==> config.mk <==
export PLATFORM = sky130hd
export DESIGN_NAME = xif_offload_ctrl
export DESIGN_NICKNAME = d
export VERILOG_FILES = /design/src/rtl/xif_offload_ctrl.sv
export SDC_FILE = /design/constraint.sdc
export NUM_CORES = 1
export LEC_CHECK = 0
export CORE_AREA = 2 2 171 173
export DETAILED_ROUTE_END_ITERATION = 6
export DIE_AREA = 0 0 173 175
export GPL_TIMING_DRIVEN = 0
export PLACE_DENSITY = 0.74
export SLEW_MARGIN = 20
export SYNTH_ARGS = -nofsm -noshare
export SYNTH_HDL_FRONTEND = slang
export SYNTH_SLANG_ARGS = --single-unit
==> constraint.sdc <==
create_clock -name clk_i -period 3.2 [get_ports clk_i]
set_input_delay 0.48 -clock clk_i [delete_from_list [all_inputs] [get_ports clk_i]]
set_output_delay 0.48 -clock clk_i [all_outputs]
set_load 0.02 [all_outputs]
==> src/rtl/xif_offload_ctrl.sv <==
// XIF offload controller: registered C-request / writeback stages with an in-order rd tracker.
// Optional macro XIF_RD_CHECK_EN flags a writeback error when the returned rd differs from the tracked rd.
module xif_offload_ctrl #(
    parameter int MAX_OUTSTANDING = 4
) (
    input  logic        clk_i,
    input  logic        rst_i,
    input  logic        core_req_valid_i,
    output logic        core_req_ready_o,
    input  logic [31:0] core_instr_i,
    input  logic [95:0] core_rs_i,
    input  logic [31:0] core_hart_id_i,
    output logic        c_q_valid_o,
    input  logic        c_q_ready_i,
    output logic [4:0]  c_q_addr_o,
    output logic [95:0] c_q_rs_o,
    output logic [31:0] c_q_instr_data_o,
    output logic [31:0] c_q_hart_id_o,
    input  logic        c_p_valid_i,
    output logic        c_p_ready_o,
    input  logic [31:0] c_p_data_i,
    input  logic        c_p_error_i,
    input  logic        c_p_dualwb_i,
    input  logic [31:0] c_p_hart_id_i,
    input  logic [4:0]  c_p_rd_i,
    output logic        wb_valid_o,
    input  logic        wb_ready_i,
    output logic [4:0]  wb_addr_o,
    output logic [31:0] wb_data_o,
    output logic        wb_dualwb_o,
    output logic        wb_error_o,
    output logic        busy_o
);

    localparam int CW    = $clog2(MAX_OUTSTANDING + 1);
    localparam int PW    = (MAX_OUTSTANDING > 1) ? $clog2(MAX_OUTSTANDING) : 1;
    localparam int LASTI = MAX_OUTSTANDING - 1;
    localparam logic [CW:0]   MAXV  = MAX_OUTSTANDING[CW:0];
    localparam logic [PW-1:0] LASTP = LASTI[PW-1:0];

    logic          r_active;
    logic          r_q_valid;
    logic [4:0]    r_q_addr;
    logic [95:0]   r_q_rs;
    logic [31:0]   r_q_instr;
    logic [31:0]   r_q_hart;
    logic          r_wb_valid;
    logic [4:0]    r_wb_addr;
    logic [31:0]   r_wb_data;
    logic          r_wb_dualwb;
    logic          r_wb_error;
    logic [CW-1:0] r_cnt;
    logic [4:0]    r_trk [MAX_OUTSTANDING];
    logic [PW-1:0] r_wptr;
    logic [PW-1:0] r_rptr;

    logic          w_run;
    logic          w_core_hs;
    logic          w_req_hs;
    logic          w_rsp_hs;
    logic [4:0]    w_head;
    logic          w_err;
    logic [CW:0]   w_sum;
    logic          w_unused;

    // r_active holds ready low until the first cycle after reset is released
    assign w_run     = r_active && !rst_i;
    assign w_sum     = {1'b0, r_cnt} + {{CW{1'b0}}, r_q_valid};
    assign w_head    = r_trk[r_rptr];
    assign w_core_hs = core_req_valid_i && core_req_ready_o;
    assign w_req_hs  = r_q_valid && c_q_ready_i;
    assign w_rsp_hs  = c_p_valid_i && c_p_ready_o;

    assign core_req_ready_o = w_run && (!r_q_valid || c_q_ready_i)
                              && (w_sum < MAXV);
    assign c_p_ready_o      = w_run && (r_cnt != '0)
                              && (!r_wb_valid || wb_ready_i);

`ifdef XIF_RD_CHECK_EN
    assign w_err    = c_p_error_i || (c_p_rd_i != w_head);
    assign w_unused = ^c_p_hart_id_i;
`else
    assign w_err    = c_p_error_i;
    assign w_unused = ^{c_p_hart_id_i, c_p_rd_i};
`endif

    assign c_q_valid_o      = r_q_valid;
    assign c_q_addr_o       = r_q_addr;
    assign c_q_rs_o         = r_q_rs;
    assign c_q_instr_data_o = r_q_instr;
    assign c_q_hart_id_o    = r_q_hart;
    assign wb_valid_o       = r_wb_valid;
    assign wb_addr_o        = r_wb_addr;
    assign wb_data_o        = r_wb_data;
    assign wb_dualwb_o      = r_wb_dualwb;
    assign wb_error_o       = r_wb_error;
    assign busy_o           = (r_cnt != '0) || r_q_valid || r_wb_valid;

    always_ff @(posedge clk_i) begin
        if (w_req_hs) begin
            r_trk[r_wptr] <= r_q_addr;
        end
    end

    always_ff @(posedge clk_i) begin
        if (rst_i) begin
            r_active    <= 1'b0;
            r_q_valid   <= 1'b0;
            r_q_addr    <= '0;
            r_q_rs      <= '0;
            r_q_instr   <= '0;
            r_q_hart    <= '0;
            r_wb_valid  <= 1'b0;
            r_wb_addr   <= '0;
            r_wb_data   <= '0;
            r_wb_dualwb <= 1'b0;
            r_wb_error  <= 1'b0;
            r_cnt       <= '0;
            r_wptr      <= '0;
            r_rptr      <= '0;
        end else begin
            r_active <= 1'b1;
            if (w_core_hs) begin
                r_q_valid <= 1'b1;
                r_q_addr  <= core_instr_i[11:7];
                r_q_rs    <= core_rs_i;
                r_q_instr <= core_instr_i;
                r_q_hart  <= core_hart_id_i;
            end else if (w_req_hs) begin
                r_q_valid <= 1'b0;
            end
            if (w_rsp_hs) begin
                r_wb_valid  <= 1'b1;
                r_wb_addr   <= w_head;
                r_wb_data   <= c_p_data_i;
                r_wb_dualwb <= c_p_dualwb_i;
                r_wb_error  <= w_err;
            end else if (wb_ready_i) begin
                r_wb_valid <= 1'b0;
            end
            if (w_req_hs) begin
                r_wptr <= (r_wptr == LASTP) ? '0 : r_wptr + PW'(1'b1);
            end
            if (w_rsp_hs) begin
                r_rptr <= (r_rptr == LASTP) ? '0 : r_rptr + PW'(1'b1);
            end
            unique case ({w_req_hs, w_rsp_hs})
                2'b10:   r_cnt <= r_cnt + CW'(1'b1);
                2'b01:   r_cnt <= r_cnt - CW'(1'b1);
                default: r_cnt <= r_cnt;
            endcase
        end
    end

endmodule

== After elaboration in Yosys (flattened, before gate mapping) ==
Memory sizes are Yosys's and may differ from the RTL's. A register that Yosys moved wholly into a read port is not among the register bits.
Cells that the tools add are included.

* Equal/unequal tests: 4
* Shift-type cells: 0
* Magnitude comparators: 1
* Reductions and logical operators: 19
* $mul: 0
* Add/subtract/negate cells: 5
* Muxes and demuxes: 10
* Div/mod/pow operators: 0
* Bitwise logic cells: 0

{| class="wikitable"
|+ Operators with widths
! operator !! number
|-
| $logic_and 1x1->1 || 8
|-
| $mux 1 || 7
|-
| $eq 2x2->1 const B || 3
|-
| $pmux 3 s2 || 1
|-
| $reduce_bool 2->1 || 3
|-
| $add 2x1->2 const B || 2
|-
| $add 3x1->4 || 1
|-
| $logic_or 1x1->1 || 4
|-
| $lt 4x3->1 const B || 1
|-
| $mux 2 || 2
|-
| $add 3x1->3 const B || 1
|-
| $logic_not 1->1 || 3
|-
| $reduce_bool 3->1 || 1
|-
| $sub 3x1->3 const B || 1
|-
| $eq 2x1->1 const B || 1
|}

* Output and inout port bits: 209
* Flip-flop bits (word level): 209
* Logic and storage cells: 53
* RAM bits: 20
* Memories: 1
* Latch bits: 0
* Memory bits (read-only): 0

{| class="wikitable"
|+ Memories
! name !! depth !! width !! rd ports !! clocked after Yosys merged registers in !! write ports !! RTL line !! RTL
|-
| r_trk || 4 || 5 || 1 || 1 || 1 || 53 || <nowiki>logic [4:0] r_trk [MAX_OUTSTANDING];</nowiki>
|}

== Depth between registers and ports, before layout ==
* Depth after elaboration: 7
* Depth in mapped cells: 10
* Gate-level depth less buffers: 9

== Least setup slack after synthesis ==
OpenSTA, ideal clock, no wires.

* Path kind: input port to flip-flop
* Start: input port rst_i
* End: register r_cnt[2]
* Stages: 10
* Library setup time: 0.071 ns
* Slack: 0.819 ns
* Path buffers: 1
* Arrival time: 2.311 ns
* Path through: nor2b_1 nand4_1 buf_2 inv_1 ha_1 inv_1 fa_1 xor2_1 or3_1 a21oi_1

* Longest elaborated chain between the ends: 7
* Elaborated cells between the ends (all ways): 9
* Classes of those cells: eq/ne (2); mux (1); reduce/logical (6)

{| class="wikitable"
|+ RTL lines
! what !! RTL line !! RTL
|-
| start: declaration || 7 || <nowiki>input logic rst_i,</nowiki>
|-
| $logic_not 1->1 * || 67 || <nowiki>assign w_run = r_active && !rst_i;</nowiki>
|-
| $logic_and 1x1->1 * || 67 ||
|-
| $logic_and 1x1->1 * || 76 || <nowiki>assign c_p_ready_o = w_run && (r_cnt != '0)</nowiki>
|-
| $logic_and 1x1->1 * || 77 || <nowiki>&& (!r_wb_valid || wb_ready_i);</nowiki>
|-
| $logic_and 1x1->1 * || 72 || <nowiki>assign w_rsp_hs = c_p_valid_i && c_p_ready_o;</nowiki>
|-
| net w_rsp_hs || 60 || <nowiki>logic w_rsp_hs;</nowiki>
|-
| $eq 2x1->1 / $eq 2x2->1 (equally long branches) || 147 || <nowiki>unique case ({w_req_hs, w_rsp_hs})</nowiki>
|-
| $pmux 3 s2 / $reduce_bool 2->1 (equally long branches) || - ||
|-
| end signal: assignment || 148 || <nowiki>2'b10: r_cnt <= r_cnt + CW'(1'b1);</nowiki>
|-
| end signal: assignment || 149 || <nowiki>2'b01: r_cnt <= r_cnt - CW'(1'b1);</nowiki>
|-
| end signal: assignment || 150 || <nowiki>default: r_cnt <= r_cnt;</nowiki>
|-
| end: declaration || 52 || <nowiki>logic [CW-1:0] r_cnt;</nowiki>
|}

Mark *: on every way through the listed nets, which the timed path passes. The rest lies on a longest branch.
A chain may end at the register's enable or synchronous reset.

== Worst setup path after layout ==
* Start: input port rst_i
* End: output port core_req_ready_o

* Longest elaborated chain between the ends: 4

{| class="wikitable"
|+ RTL lines
! what !! RTL line !! RTL
|-
| $logic_not 1->1 || 67 ||
|-
| $logic_and 1x1->1 || 67 ||
|-
| $logic_and 1x1->1 || 74 || <nowiki>assign core_req_ready_o = w_run && (!r_q_valid || c_q_ready_i)</nowiki>
|-
| $logic_and 1x1->1 || 75 || <nowiki>&& (w_sum < MAXV);</nowiki>
|-
| end: declaration || 9 || <nowiki>output logic core_req_ready_o,</nowiki>
|}

No other way between the ends.

==> flow_metrics.tcl <==
set metrics [dict create \
    irDropWorstVdd_mv 0.369 \
    synthCells 749 \
    grt_pass1_wl_um 41400 \
    fp.dieH_um 175 \
    ys_seq_area_share_pct 52.5 \
    min_path_type "flop to flop" \
    hp-start "r_wptr[1]" \
    period_minus_slack_ps 2950 \
    leakage_uw 0.00581 \
    finalMaxSlewViolations 0 \
    vias 6978 \
    ant_nets 0 \
    postCtsHoldBufs 0 \
    syn2layout_area_growth_pct 58.8 \
    core_um2 28400 \
    ctsRootBufferMaster "clkbuf_16" \
    regToRegSetupSlack_ps 550 \
    pre_cts_ws_ps -139 \
    cts.sinks 229 \
    r2r_cells 10 \
    cts-htree-levels 1 \
    fin_area_um2 14500 \
    cts_resized 0 \
    dp_hpwl_um 20600 \
    total_power_uw 6810 \
    syn-num-nets 993 \
    finalClockSkew_ps 10.8 \
    dieArea_um2 30300 \
    post-cts-setup-buffers 0 \
    power_density_nw_per_um2 471 \
    layout-drive-gt1-share_pct 13.8 \
    die_w_um 173 \
    startpoint_type "input pin" \
    io_pins 446 \
    drv_cap 0 \
    overflow 0 \
    antenna_found_initial 0 \
    routabilityCongestion 0.852 \
    clk_pin_slew_ps 60 \
    fin_crit_sh_pct 92.2 \
    dr.first_iter.drc_count 187 \
    max_freq_ghz 0.339 \
    whs_path_depth 2 \
    nNetsFinal 1429 \
    vias_per_cell 4.40 \
    synth_seq_cells 229 \
    rows 62 \
    rr_endpoint "r_cnt[2]" \
    grt_max_degree 14 \
    setup_violations 0 \
    arrival_ps 2470 \
    cts_tree "built" \
    rsz0062_at_grt "false" \
    grt_usage_pct 17.2 \
    yosys.area.top_type_share_pct 45.9 \
    whs_endpoint "r_wptr[1]" \
    drtPass1Iterations 4 \
    maxSlewHeadroom_pct 50.0 \
    layout_setup_ws_ps 251 \
    final_hold_viol_count 0 \
    routed_wl_um 27100 \
    hold_ws_ps 509 \
    crit_path_end_kind "output pin" \
    r2r_start "r_cnt[2]" \
    synth_cell_types 31 \
    path_class "input pin to output pin" \
    avgRoutedWirePerCell_um 17.1 \
    start_util_pct 32.1 \
    place_area_um2 13700 \
    cp_max_fo 10 \
    clkLatencyLatePin_ps 520 \
    nFillCells 2541 \
    cts_buffers 26 \
    synth_area_leaders "dfxtp_1, nor2b_1, mux2_1" \
    setup_tns_ps 0 \
    status "complete, no violations" \
    grt_pass1_vias 7334 \
    cts_buffer_depth 3 \
    yosys_warnings 0 \
    cp.required_ps 2720 \
    syn_avg_cell_area_um2 12.2 \
    drcViolationCount 0 \
    io_buffer_count 408 \
    yosys.area.top_type "dfxtp_1" \
    tightest_slew_ps 751 \
    diodes 0 \
    synth_area_um2 9110 \
]
-- metal layers --
metal / track usage, % / share of wire, %
met5: 0 / 0
met4: 4.87 / 2.3
met3: 5.68 / 8.5
met2: 31.2 / 49
met1: 19.3 / 40
-- kinds of logic (layout without fill, tap and decap cells) --
family | after synthesis | count (layout) | share of synthesized area, %
AOI/OAI and AO/OA | 18 | 18 | 1.58
xor gates and xnor gates | 2 | 2 | 0.192
adders and majority gates | 7 | 7 | 1.04
buffers and inverters | 64 | 518 | 3.86
DFF | 229 | 229 | 52.5
muxes | 202 | 202 | 25.6
and+or+nand+nor | 227 | 227 | 15.3
-- critical path, cell delays in order --
cell,delay (ps)
clkdlybuf4s50_1,470
clkbuf_1,310
nand2b_1,340
nor3_1,210
clkdlybuf4s50_1,650
-- worst max path at each step --
stage / from / to / slack, ps / depth (start not counted)
floorplan: rst_i / r_cnt[2] / 820 / 10
global placement: rst_i / r_cnt[2] / -80 / 11
detailed placement: rst_i / r_cnt[2] / -140 / 11
CTS: rst_i / c_p_ready_o / 200 / 5
global route: rst_i / c_p_ready_o / 110 / 5
finish: rst_i / core_req_ready_o / 250 / 5
-- registers in the layout (all words and copies together), names as in the netlist --
register	flops
r_cnt	3
c_q_rs_o	96
r_active	1
r_rptr	2
wb_addr_o	5
r_trk	20
c_q_hart_id_o	32
wb_valid_o	1
c_q_instr_data_o	28
c_q_addr_o	4
wb_error_o	1
wb_dualwb_o	1
r_wptr	2
c_q_valid_o	1
wb_data_o	32
-- area by class of cell --
type	count	area [um2]	share of cell area, %
Buffer	50	299	2.07
Clock buffer	39	761	5.26
Clock inverter	7	35.0	0.242
Inverter	14	52.6	0.363
Multi-Input combinational cell	456	3980	27.5
Sequential cell	229	4780	33.1
Tap cell	384	480	3.32
Timing Repair Buffer	408	4080	28.2
-- metrics by stage --
step,util [%],cells
final,51.0,1587
after CTS,51.0,1587
after detailed placement,48.2,1541
after global routing,51.0,1587
after floorplan,-,749
after global placement,48.2,1541
-- Yosys cell counts --
cell type,count
clkbuf_1,23
nand2_1,2
mux2_2,94
and3_1,4
nand4_1,1
o311ai_0,5
mux4_2,5
o21ai_0,1
nor2b_1,198
nor3_1,3
buf_6,9
mux2_1,102
buf_1,1
fa_1,1
edfxtp_1,20
or3_1,3
buf_4,9
inv_2,1
mux2i_1,1
dfxtp_1,209
o2111ai_2,1
buf_2,8
nor2_1,7
nand3_1,1
ha_1,6
xor2_1,2
inv_1,13
a21oi_1,5
nand2b_1,8
o221ai_1,5
a21boi_2,1
-- cells in the final DEF, fill, tap and decap left out, drive strengths merged, types with 6 or more instances in the layout --
cell type / instances
nor2: 7
clkbuf: 62
ha: 6
nor2b: 198
mux2: 196
edfxtp: 20
clkdlybuf4s50: 408
dfxtp: 209
buf: 27
nand2b: 8
clkinv: 7
inv: 14
-- where the power goes --
part | internal (uW) | switching, uW | total, uW
Combinational | 566 | 388 | 954
Clock | 1630 | 1150 | 2780
Sequential | 3010 | 65.5 | 3080
Total | 5210 | 1610 | 6810
Note: power is estimated with default switching activity, not from simulation.
